**config.mk**
```make
export PLATFORM = sky130hd
export DESIGN_NAME = led_blink_meter_flat
export DESIGN_NICKNAME = d
export VERILOG_FILES = /design/src/rtl/led_blink_pkg.sv /design/src/rtl/led_blink_meter_if.sv /design/src/rtl/sync_edge_detect.sv /design/src/rtl/led_blink_meter.sv /design/src/flat_wrapper.sv
export SDC_FILE = /design/constraint.sdc
export NUM_CORES = 1
export LEC_CHECK = 0
export ABC_AREA = 1
export BUFFER_PORTS_ARGS = -buffer_cell sky130_fd_sc_hd__buf_2
export CAP_MARGIN = 20
export CORE_MARGIN = 5
export CORE_UTILIZATION = 40
export CTS_BUF_LIST = sky130_fd_sc_hd__clkbuf_16
export DETAILED_ROUTE_END_ITERATION = 6
export PLACE_DENSITY = 0.56
export SYNTH_ARGS = -nofsm -noshare
export SYNTH_HDL_FRONTEND = slang
export SYNTH_SLANG_ARGS = --single-unit
```
**constraint.sdc**
```tcl
create_clock -name clk -period 2.9 [get_ports clk]
set_input_delay 0.145 -clock clk [delete_from_list [all_inputs] [get_ports clk]]
set_output_delay 0.145 -clock clk [all_outputs]
set_load 0.05 [all_outputs]
```
**src/rtl/led_blink_pkg.sv**
```systemverilog
// Shared types and defaults for the LED blink generator / meter pair.
// Latency: none (declarations only).
// Backpressure: not applicable.
package led_blink_pkg;

  // One tick is 1 ms at 100 MHz; the generator uses the same unit.
  localparam int DEFAULT_CLKS_PER_TICK = 100000;

  typedef enum logic [1:0] {
    IDLE,
    ARM,
    MEASURE
  } meter_state_t;

endpackage

```
**src/rtl/led_blink_meter_if.sv**
```systemverilog
// Signal bundle between a blink source/consumer and the blink meter.
// Latency: none (wiring only); min/max members exist only with LED_BLINK_METER_MINMAX_EN.
// Backpressure: none; results are pulses and levels, the consumer must keep up.
interface led_blink_meter_if #(
  parameter int CNT_W = 32
);
  logic             in_signal;
  logic             clear;
  logic [CNT_W-1:0] half_period;
  logic             meas_valid;
  logic             locked;
  logic             timeout;
`ifdef LED_BLINK_METER_MINMAX_EN
  logic [CNT_W-1:0] min_half_period;
  logic [CNT_W-1:0] max_half_period;

  modport master (
    output in_signal, clear,
    input  half_period, meas_valid, locked, timeout, min_half_period, max_half_period
  );
  modport slave (
    input  in_signal, clear,
    output half_period, meas_valid, locked, timeout, min_half_period, max_half_period
  );
`else
  modport master (
    output in_signal, clear,
    input  half_period, meas_valid, locked, timeout
  );
  modport slave (
    input  in_signal, clear,
    output half_period, meas_valid, locked, timeout
  );
`endif
endinterface

```
**src/rtl/sync_edge_detect.sv**
```systemverilog
// Two-flop synchroniser for an async input plus a previous-value flop for edge detection.
// Latency: level follows din after 2 clk edges; toggle is high for the one cycle level changed.
// Backpressure: none; both polarities produce a single-cycle toggle.
module sync_edge_detect (
  input  logic clk,
  input  logic reset,
  input  logic din,
  output logic level,
  output logic toggle
);
  logic ff1, ff2, ff3;

  // Metastability chain followed by the delayed copy used for edge comparison.
  always_ff @(posedge clk or negedge reset) begin
    if (!reset) begin
      ff1 <= 1'b0;
      ff2 <= 1'b0;
      ff3 <= 1'b0;
    end else begin
      ff1 <= din;
      ff2 <= ff1;
      ff3 <= ff2;
    end
  end

  assign level  = ff2;
  assign toggle = ff2 ^ ff3;
endmodule

```
**src/rtl/led_blink_meter.sv**
```systemverilog
// Measures edge-to-edge interval of an async blink input in ticks; optional min/max via LED_BLINK_METER_MINMAX_EN.
// Latency: results appear on the clk edge after the edge-detect cycle (3 edges after input sampling).
// Backpressure: none; every edge is measured, results are one-cycle pulses.
module led_blink_meter
  import led_blink_pkg::*;
#(
  parameter int CLKS_PER_TICK = DEFAULT_CLKS_PER_TICK,
  parameter int TIMEOUT_TICKS = 10000,
  parameter int CNT_W         = 32
) (
  input logic               clk,
  input logic               reset,
  led_blink_meter_if.slave  bus
);
  localparam int PW = (CLKS_PER_TICK > 1) ? $clog2(CLKS_PER_TICK) : 1;

  logic             toggle;
  logic             level_unused;
  logic [PW-1:0]    presc;
  logic [CNT_W-1:0] tick;
  logic [CNT_W-1:0] tick_next;
  logic             presc_wrap;
  meter_state_t     state, state_nxt;
  logic             take;
  logic             tmo_hit;
  logic [CNT_W-1:0] half_q;
  logic             meas_q, locked_q, tmo_q;

  sync_edge_detect u_sync (
    .clk    (clk),
    .reset  (reset),
    .din    (bus.in_signal),
    .level  (level_unused),
    .toggle (toggle)
  );

  // tick_next is the tick count including the current cycle, i.e. floor(E / CLKS_PER_TICK)
  // when the current cycle is the E-th since the last edge.
  assign presc_wrap = (presc == PW'(CLKS_PER_TICK - 1));
  assign tick_next  = (presc_wrap && (tick != '1)) ? tick + CNT_W'(1) : tick;

  // Prescaler and saturating tick counter, restarted by every edge.
  always_ff @(posedge clk or negedge reset) begin
    if (!reset) begin
      presc <= '0;
      tick  <= '0;
    end else if (toggle) begin
      presc <= '0;
      tick  <= '0;
    end else begin
      presc <= presc_wrap ? '0 : presc + PW'(1);
      tick  <= tick_next;
    end
  end

  // FSM state register.
  always_ff @(posedge clk or negedge reset) begin
    if (!reset) state <= IDLE;
    else        state <= state_nxt;
  end

  // Next state and pulse decisions; clear beats edge, edge beats timeout.
  always_comb begin
    state_nxt = state;
    take      = 1'b0;
    tmo_hit   = 1'b0;
    if (bus.clear) begin
      state_nxt = IDLE;
    end else begin
      case (state)
        IDLE: begin
          if (toggle) state_nxt = ARM;
        end
        ARM, MEASURE: begin
          if (toggle) begin
            state_nxt = MEASURE;
            take      = 1'b1;
          end else if (tick_next == CNT_W'(TIMEOUT_TICKS)) begin
            state_nxt = IDLE;
            tmo_hit   = 1'b1;
          end
        end
        default: state_nxt = IDLE;
      endcase
    end
  end

  // Result, pulses and lock; the first result after IDLE (taken in ARM) never locks.
  always_ff @(posedge clk or negedge reset) begin
    if (!reset) begin
      half_q   <= '0;
      meas_q   <= 1'b0;
      locked_q <= 1'b0;
      tmo_q    <= 1'b0;
    end else begin
      meas_q <= take;
      tmo_q  <= tmo_hit;
      if (take) half_q <= tick_next;
      if (bus.clear || tmo_hit)
        locked_q <= 1'b0;
      else if (take)
        locked_q <= (state == MEASURE) && (tick_next == half_q);
    end
  end

  assign bus.half_period = half_q;
  assign bus.meas_valid  = meas_q;
  assign bus.locked      = locked_q;
  assign bus.timeout     = tmo_q;

`ifdef LED_BLINK_METER_MINMAX_EN
  logic [CNT_W-1:0] min_q, max_q;

  // Running extremes; the all-ones/zero start makes the first result set both.
  always_ff @(posedge clk or negedge reset) begin
    if (!reset) begin
      min_q <= '1;
      max_q <= '0;
    end else if (bus.clear) begin
      min_q <= '1;
      max_q <= '0;
    end else if (take) begin
      if (tick_next < min_q) min_q <= tick_next;
      if (tick_next > max_q) max_q <= tick_next;
    end
  end

  assign bus.min_half_period = min_q;
  assign bus.max_half_period = max_q;
`endif
endmodule

```
**src/flat_wrapper.sv**
```systemverilog
// flat-port wrapper written by rule: the top's interface ports become plain ports
module led_blink_meter_flat import led_blink_pkg::*;
#(
  parameter int CLKS_PER_TICK = DEFAULT_CLKS_PER_TICK,
  parameter int TIMEOUT_TICKS = 10000,
  parameter int CNT_W         = 32
)
  (clk, reset, bus_in_signal, bus_clear, bus_half_period, bus_meas_valid, bus_locked, bus_timeout);
  led_blink_meter_if #(.CNT_W(CNT_W)) bus_i ();
  input logic clk;
  input logic reset;
  input wire logic [$bits(bus_i.in_signal)-1:0] bus_in_signal;
  input wire logic [$bits(bus_i.clear)-1:0] bus_clear;
  output wire logic [$bits(bus_i.half_period)-1:0] bus_half_period;
  output wire logic [$bits(bus_i.meas_valid)-1:0] bus_meas_valid;
  output wire logic [$bits(bus_i.locked)-1:0] bus_locked;
  output wire logic [$bits(bus_i.timeout)-1:0] bus_timeout;
  assign bus_i.in_signal = bus_in_signal;
  assign bus_i.clear = bus_clear;
  assign bus_half_period = bus_i.half_period;
  assign bus_meas_valid = bus_i.meas_valid;
  assign bus_locked = bus_i.locked;
  assign bus_timeout = bus_i.timeout;
  led_blink_meter #(.CLKS_PER_TICK(CLKS_PER_TICK), .TIMEOUT_TICKS(TIMEOUT_TICKS), .CNT_W(CNT_W)) u_core (.clk(clk), .reset(reset), .bus(bus_i));
endmodule
```
### After elaboration in Yosys (flattened, before gate mapping)

Index checks and enable logic that the tools add are counted.

* register bits after elaboration: 89
* input port bits: 4

* $add $sub $neg: 2
* equality and inequality tests: 8
* muxes and demuxes: 18
* bitwise operators: 1
* reduce and logical (&&, ||, !) cells: 7

Operator list (number)
* two-way mux 32 bit: 2
* two-way mux 17 bit: 2
* adder 32 x 1 -> 32 bit, second input constant: 1
* equality test 32 x 14 -> 1 bit, second input constant: 1
* equality test 32 bit: 1
* inequality test 32 bit, second input constant: 1
* adder 17 x 1 -> 17 bit, second input constant: 1
* equality test 17 bit, second input constant: 1
* two-way mux 1 bit: 9
* two-way mux 2 bit: 4
* inequality test 4 x 2 -> 1 bit, second input constant: 1
* one-hot mux 2 bit (2 select lines): 1
* inequality test 3 x 2 -> 1 bit, second input constant: 1
* equality test 2 x 1 -> 1 bit, second input constant: 1
* equality test 2 bit, second input constant: 1
* logical AND 1 bit: 2
* logical NOT 2 bit: 1
* AND reduction 2 bit: 1
* nonzero test 2 bit: 1
* OR reduction 2 bit: 1
* logical OR 1 bit: 1
* bitwise XOR 1 bit: 1

### Longest topological paths before layout

Gate-level depths: netlist (run 1).

* word-level depth: 10
* depth in mapped cells: 20

### Cells and area by module

A second synthesis (run 1) with hierarchy kept.

* cell total of the unflattened synthesis: 863
* area, all modules: 5647.9 µm²

Modules (own cells, without submodules)
* led_blink_meter: times used 1, cells an instance 855, area an instance 5554.1 µm², seq. area each 2152.1 µm²
* sync_edge_detect: times used 1, cells an instance 8, area an instance 93.8 µm², seq. area each 75.1 µm²

### Worst setup path before layout (run 1)

Ideal clock, no wire load.

* path type: register to register
* start point: register u_core.tick[0]
* end point: register u_core.state[0]
* arrival: 2.126 ns
* required time: 2.782 ns
* slack: 0.656 ns
* cell stages (with the launch flop): 18
* period minus slack after synthesis: 2.244 ns
* cells stage by stage: dfrtp_1 -> ha_1 -> nand2_1 -> nor2_4 -> nand2_4 -> nor2_8 -> nand3_4 -> buf_6 -> nand3b_1 -> nand2_1 -> nor2_1 -> nand2_1 -> nor2_1 -> nand2_1 -> o21bai_1 -> nand2_1 -> nand3_1 -> nand2_1

* longest elaborated chain between the ends: 6
* elaborated cells between the ends (all ways): 7

Ends and longest elaborated chain
* start: declaration: RTL line led_blink_meter.sv:20 `logic [CNT_W-1:0] tick;`
* start signal: assignment: RTL line led_blink_meter.sv:52 `tick <= tick_next;`
* parallel branches: the longest is 2 deep, another holds adder 32 x 1 -> 32 bit
* two-way mux 32 bit *: RTL line led_blink_meter.sv:40 `assign tick_next = (presc_wrap && (tick != '1)) ? tick + CNT_W'(1) : tick;`
* equality test 32 x 14 -> 1 bit *: RTL line led_blink_meter.sv:78 `end else if (tick_next == CNT_W'(TIMEOUT_TICKS)) begin`
* inequality test 4 x 2 -> 1 bit (no line) *
* AND reduction 2 bit (no line) *
* end signal: assignment: RTL line led_blink_meter.sv:59 `else state <= state_nxt;`
* end: declaration: RTL line led_blink_meter.sv:23 `meter_state_t state, state_nxt;`

Mark *: on every way between the ends.
A chain may end at the register's enable or synchronous reset.

### Worst setup path after layout (run 1)

* start point: register u_core.tick[1]
* end point: register u_core.state[0]

The elaborated chain is that of the path after synthesis.

==> results of run 1 <==
-- cells in the final DEF (no fill, tap or decap), drive strengths merged --
master         n
clkbuf         9
nand3         42
dfrtp         89
o21bai         1
nor2         155
xnor2          4
buf           59
dlygate4sd3    3
nand4          5
nand2        333
ha             5
nor3           9
xor2          12
bufinv         3
o21ai         44
nand3b        18
a31oi          4
and3           1
a211oi         1
a21oi         29
nor4           1
or2            2
inv           80
clkinv         3
nor3b          1
-- state kept, by name (all words and copies together) (netlist names) --
| signal | flops |
|---|---|
| u_core.presc | 17 |
| u_core.bus.timeout | 1 |
| u_core.tick | 32 |
| u_core.u_sync.ff1 | 1 |
| u_core.u_sync.level | 1 |
| u_core.bus.meas_valid | 1 |
| u_core.u_sync.ff3 | 1 |
| u_core.bus.half_period | 32 |
| u_core.bus.locked | 1 |
| u_core.state | 2 |
-- where the power goes --
part	internal [mW]	switching, mW
Sequential	1.31	0.0587
Combinational	0.144	0.434
Clock	0.835	0.487
-- worst max path at each step --
stage | startpoint | to | slack (ns) | cells after the start
2_1_floorplan | u_core.tick[0] | u_core.state[0] | 0.66 | 17
3_3_place_gp | u_core.tick[1] | u_core.bus.locked | 0.02 | 16
3_5_place_dp | u_core.tick[1] | u_core.bus.locked | 0.03 | 16
4_1_cts | u_core.tick[1] | u_core.bus.locked | 0.02 | 16
5_1_grt | u_core.presc[0] | u_core.state[1] | 0.002 | 18
6_report | u_core.tick[1] | u_core.state[0] | 0.26 | 19
-- layout make-up --
cell class,count,area [um2],area share
clock buffer,9,225,0.0346
multi-input combinational,667,3030,0.466
tap,180,225,0.0346
timing repair buffer,62,393,0.0603
sequential,89,2230,0.342
clock inverter,7,110,0.0169
inverter,79,297,0.0455
-- routing by layer --
| layer | track usage | wire length, um | up-vias |
|---|---|---|---|
| met4 | 0.0705 | 308 | 0 |
| met5 | 0 | 0 | - |
| met3 | 0.0317 | 902 | 17 |
| met1 | 0.297 | 7780 | 2432 |
| li1 | - | - | 2783 |
| met2 | 0.318 | 7230 | 118 |
-- kinds of logic (layout without fill, tap and decap cells) --
group,after synthesis,after routing,synth area share
compound gates,79,79,0.0725
xor+xnor,16,16,0.0251
fa+ha+maj,5,5,0.0112
buf+inv,93,157,0.0680
flops,89,89,0.398
simple gates,567,567,0.425
-- worst register-to-register path, cell delays in order (launching register included) --
cell and delay (ns):
dfrtp_1 0.37, ha_2 0.21, nand2_1 0.10, nor2_4 0.17
nand2_4 0.11, inv_1 0.07, nand2_1 0.08, nor2_2 0.14
nor2_2 0.05, buf_4 0.18, nand2_1 0.16, nand2_2 0.12
nor2_1 0.10, nand2_1 0.06, nor2_1 0.09, nand2_1 0.15
o21bai_1 0.17, nand2_1 0.09, nand3_1 0.07, nand2_1 0.06
-- metrics by stage --
stage	instance area (um2)	setup slack, ns
finish	6510	0.257
global route	6510	0.00199
CTS	6450	0.0182
detailed placement	6090	0.0287
global placement	6090	0.0220
floorplan	5590	0.656
-- timing repair --
action	in CTS	in global routing
setup buffers	0	2
hold buffers	3	0
endpoints found under the setup margin	0	4
gates resized for setup	0	15
endpoints found under the hold margin	43	0
==> impl_metrics.json, run 1 <==
{
  "status": "finished, final reports clean",
  "area_growth_pct": 16.4,
  "dp_hpwl_um": 12700,
  "dp_cells": 1072,
  "r2r_slack_ns": 0.26,
  "max_freq_mhz": 378,
  "num_io_pins": 39,
  "h-tree-depth": 3,
  "fin_nets": 917,
  "ys_seq_area_frac": 0.398,
  "hold_slack_ns": 0.343,
  "cp_max_fo": 12,
  "drive_gt1_frac": 0.119,
  "wirelength_um": 16200,
  "ys_warn_count": 0,
  "cp_slowest_cell": "dfrtp_1",
  "cts_buffers": 9,
  "antenna_left": 0,
  "rr_worst_depth": 19,
  "hold_path_class": "input pin to async pin",
  "postSynthAreaPerCell_um2": 6.59,
  "crit_top_cell": "nand2_1",
  "grt_start_max_net_pins": 49,
  "row_count": 43,
  "yosysTopAreaCellShare": 0.398,
  "cts-root-buf": "clkbuf_16",
  "dr.pass1.iters": 5,
  "hold_viol": 0,
  "synthTopCellsByArea": "dfrtp_1 40%, nand2_1 22%, nor2_1 10%",
  "die_w_um": 128,
  "antenna_found_initial": 0,
  "crit_type": "flop to flop",
  "ir_drop_v": 0.000327,
  "yosysMostFrequentCell": "nand2_1",
  "start_util": 0.406,
  "start_kind": "flop",
  "clk_pin_slew_ns": 0.06,
  "dieArea_mm2": 0.0164,
  "drtIter0Drc": 353,
  "synth_fp_nets": 858,
  "drv_cap": 0,
  "clock_skew_ns": 0.00497,
  "port_buffers": 38,
  "r2r_end": "u_core.state[0]",
  "nFillCells": 1462,
  "grt_usage": 0.207,
  "via_per_inst": 4.89,
  "period_minus_slack_ns": 2.64,
  "cts.path.max_buffers": 2,
  "post-route-util": 0.473,
  "path_cells": "ha_2 > nand2_1 > nor2_4 > nand2_4 > inv_1 > nand2_1 > nor2_2 > nor2_2 > buf_4 > nand2_1 > nand2_2 > nor2_1 > nand2_1 > nor2_1 > nand2_1 > o21bai_1 > nand2_1 > nand3_1 > nand2_1",
  "antennaDiodeCount": 0,
  "wl_per_cell_um": 14.8,
  "cp_slowest_stage_delay_ns": 0.37,
  "cts_tree": "yes",
  "crit_family": "simple AND/OR/NAND/NOR gates",
  "syn_inst": 849,
  "rsz0062_at_grt": "false",
  "relSlewSlack": 0.588,
  "grt.overflow.total": 0,
  "syn_area_mm2": 0.00559,
  "gp_congestion": 0.878,
  "core_mm2": 0.0138,
  "crit_arrival_ns": 2.88,
  "synth_edf_count": 0,
  "cts_sinks": 89,
  "cp_num_buf_inv": 2,
  "critPathRequiredTime_ns": 3.14,
  "synth_cell_types": 33,
  "synth_largest_area_cell": "dfrtp_1",
  "leakagePower_nw": 3.17,
  "grt_pass1_wl_um": 26500,
  "drc": 0,
  "netlist_top_cells_count": "321 x nand2_1, 152 x nor2_1, 89 x dfrtp_1",
  "die_h_um": 128,
  "finalCritPeriodShare": 0.911,
  "vias": 5350,
  "worstSkewPairLatency_ns": 0.35,
  "slew_violations": 0,
  "crit-reg2reg-launch": "u_core.tick[1]",
  "end_kind": "flop",
  "synth-seq-cells": 89,
  "first_global_vias": 5054,
  "ys_async_sr_fraction": 1.00,
  "tightest_slew_ns": 0.618,
  "power_mw": 3.27,
  "p_per_area_mw_per_mm2": 502,
  "synth_top_flop_cell": "dfrtp_1",
  "setup_violations": 0,
  "final_cells": 1093,
  "finalSetupTns_ns": 0
}
Power figures use the tool's default switching activity.
==> inputs of run 2 (changes only) <==
--- a/config.mk
+++ b/config.mk
@@ -13,5 +13,6 @@
 export CTS_BUF_LIST = sky130_fd_sc_hd__clkbuf_16
 export DETAILED_ROUTE_END_ITERATION = 6
-export PLACE_DENSITY = 0.56
+export MAX_ROUTING_LAYER = met4
+export PLACE_DENSITY = 0.62
 export SYNTH_ARGS = -nofsm -noshare
 export SYNTH_HDL_FRONTEND = slang
==> constraint.sdc (replaced) <==
create_clock -name clk -period 2.9 [get_ports clk]
set_input_delay 0.58 -clock clk [delete_from_list [all_inputs] [get_ports clk]]
set_output_delay 0.58 -clock clk [all_outputs]
set_load 0.05 [all_outputs]
==> impl_metrics.json, run 2 (synthesis results as in run 1) <==
{
  "timing.final.ws_setup_ns": 0.273,
  "slew_violations": 0,
  "cp_num_buf_inv": 3,
  "cts_sinks": 89,
  "stdcell_area_mm2": 0.00644,
  "cp_slowest_stage_delay_ns": 0.36,
  "tightest_slew_ns": 0.611,
  "crit_family": "simple AND/OR/NAND/NOR gates",
  "drive_gt1_frac": 0.112,
  "clk_pin_slew_ns": 0.06,
  "hold_path_class": "input pin to async pin",
  "cts-root-buf": "clkbuf_16",
  "finalCritPeriodShare": 0.906,
  "max_freq_mhz": 381,
  "period_minus_slack_ns": 2.63,
  "grt.overflow.total": 0,
  "leakagePower_nw": 3.12,
  "end_kind": "flop",
  "rr_worst_depth": 19,
  "h-tree-depth": 3,
  "status": "finished, final reports clean",
  "final_cell_mix": "320 x nand2_1, 150 x nor2_1, 87 x dfrtp_1",
  "antenna_found_initial": 0,
  "grt_start_max_net_pins": 51,
  "drv_cap": 0,
  "first_global_vias": 5222,
  "post-route-util": 0.468,
  "setup_violations": 0,
  "wirelength_um": 16200,
  "fin_nets": 913,
  "gp_congestion": 0.946,
  "dpl_cell_area_mm2": 0.00608,
  "relSlewSlack": 0.593,
  "cts.path.max_buffers": 2,
  "critPathRequiredTime_ns": 3.14,
  "clock_skew_ns": 0.00802,
  "area_growth_pct": 15.2,
  "nFillCells": 1502,
  "dr.pass1.iters": 5,
  "antenna_left": 0,
  "core_mm2": 0.0138,
  "die_w_um": 128,
  "crit_arrival_ns": 2.87,
  "cts_buffers": 9,
  "hold_slack_ns": 0.242,
  "cp_max_fo": 8,
  "cp.depth": 19,
  "grt_usage": 0.208,
  "ir_drop_v": 0.000397,
  "start_util": 0.406,
  "cts_tree": "yes",
  "num_io_pins": 39,
  "vias": 5541,
  "dp_hpwl_um": 12200,
  "crit_top_cell": "nand2_1",
  "grt_pass1_wl_um": 26300,
  "drtIter0Drc": 519,
  "worstSkewPairLatency_ns": 0.35,
  "row_count": 43,
  "drc": 0,
  "power_mw": 3.18,
  "via_per_inst": 5.09,
  "antennaDiodeCount": 0,
  "die_h_um": 128,
  "port_buffers": 38,
  "dp_slack_ns": 0.124,
  "wl_per_cell_um": 14.9,
  "crit_type": "flop to flop",
  "p_per_area_mw_per_mm2": 494,
  "cp_slowest_cell": "dfrtp_1",
  "start_kind": "flop",
  "hold_viol": 0,
  "final_common_cell": "nand2_1",
  "path_cells": "ha_1 > nand2_1 > inv_2 > nand2_1 > nor2_1 > nand3_1 > clkinvlp_4 > nand2_8 > buf_12 > nand2_1 > nand2_1 > nor2_1 > nand2_1 > nor2_1 > nand2_1 > o21bai_1 > nand2_1 > nand3_1 > nand2_1",
  "dieArea_mm2": 0.0164
}
-- run 2: worst paths after layout --
| path | endpoint | start | slack (ns) |
|---|---|---|---|
| min in group clk | u_core.u_sync.ff1 | bus_in_signal | 0.33 |
| setup / recovery | u_core.state[1] | u_core.presc[1] | 0.27 |
| hold reg to reg | u_core.u_sync.level | u_core.u_sync.ff1 | 0.35 |
| max in group asynchronous | u_core.bus.half_period[28] | reset | 2.03 |
| setup reg to reg | u_core.state[1] | u_core.presc[1] | 0.27 |
| hold / removal | u_core.u_sync.ff3 | reset | 0.24 |
-- run 2: cell type report --
cell class	count	area, um2	area share
clock inverter	6	83.8	0.0130
sequential	89	2230	0.346
clock buffer	9	225	0.0349
tap	180	225	0.0349
inverter	79	300	0.0466
timing repair buffer	57	360	0.0559
multi-input combinational	668	3020	0.469
-- run 2: worst reg2reg max path: stages, from the launching register on --
cell        delay, ns
dfrtp_1          0.36
ha_1             0.18
nand2_1          0.07
inv_2            0.07
nand2_1          0.06
nor2_1           0.10
nand3_1          0.16
clkinvlp_4       0.23
nand2_8          0.09
buf_12           0.15
nand2_1          0.13
nand2_1          0.12
nor2_1           0.11
nand2_1          0.07
nor2_1           0.14
nand2_1          0.11
o21bai_1         0.14
nand2_1          0.08
nand3_1          0.07
nand2_1          0.06
-- run 2: timing repair --
action / in CTS / in global routing
buffers inserted: 0 / 1
gates resized for setup: 0 / 8
hold buffers: 0 / 0
endpoints found under the setup margin: 0 / 3
-- run 2: power breakdown --
part           total (mW)  switching (mW)  leakage (nW)  internal (mW)
sequential           1.37          0.0608          1.22           1.31
combinational       0.570           0.424          1.76          0.146
clock                1.25           0.499         0.147          0.746
-- run 2: through the flow --
step / TNS [ns] / instances
finish: 0 / 1088
global route: -0.00499 / 1088
CTS: 0 / 1086
detailed placement: 0 / 1071
global placement: 0 / 1071
floorplan: 0 / 849
-- run 2: metal layers --
| layer | global-route usage | part of all wire | vias to the layer above |
|---|---|---|---|
| met5 | - | 0 | - |
| met4 | 0.0630 | 0.021 | 0 |
| met3 | 0.0354 | 0.059 | 28 |
| met2 | 0.315 | 0.45 | 183 |
| met1 | 0.287 | 0.47 | 2563 |
| li1 | - | - | 2767 |
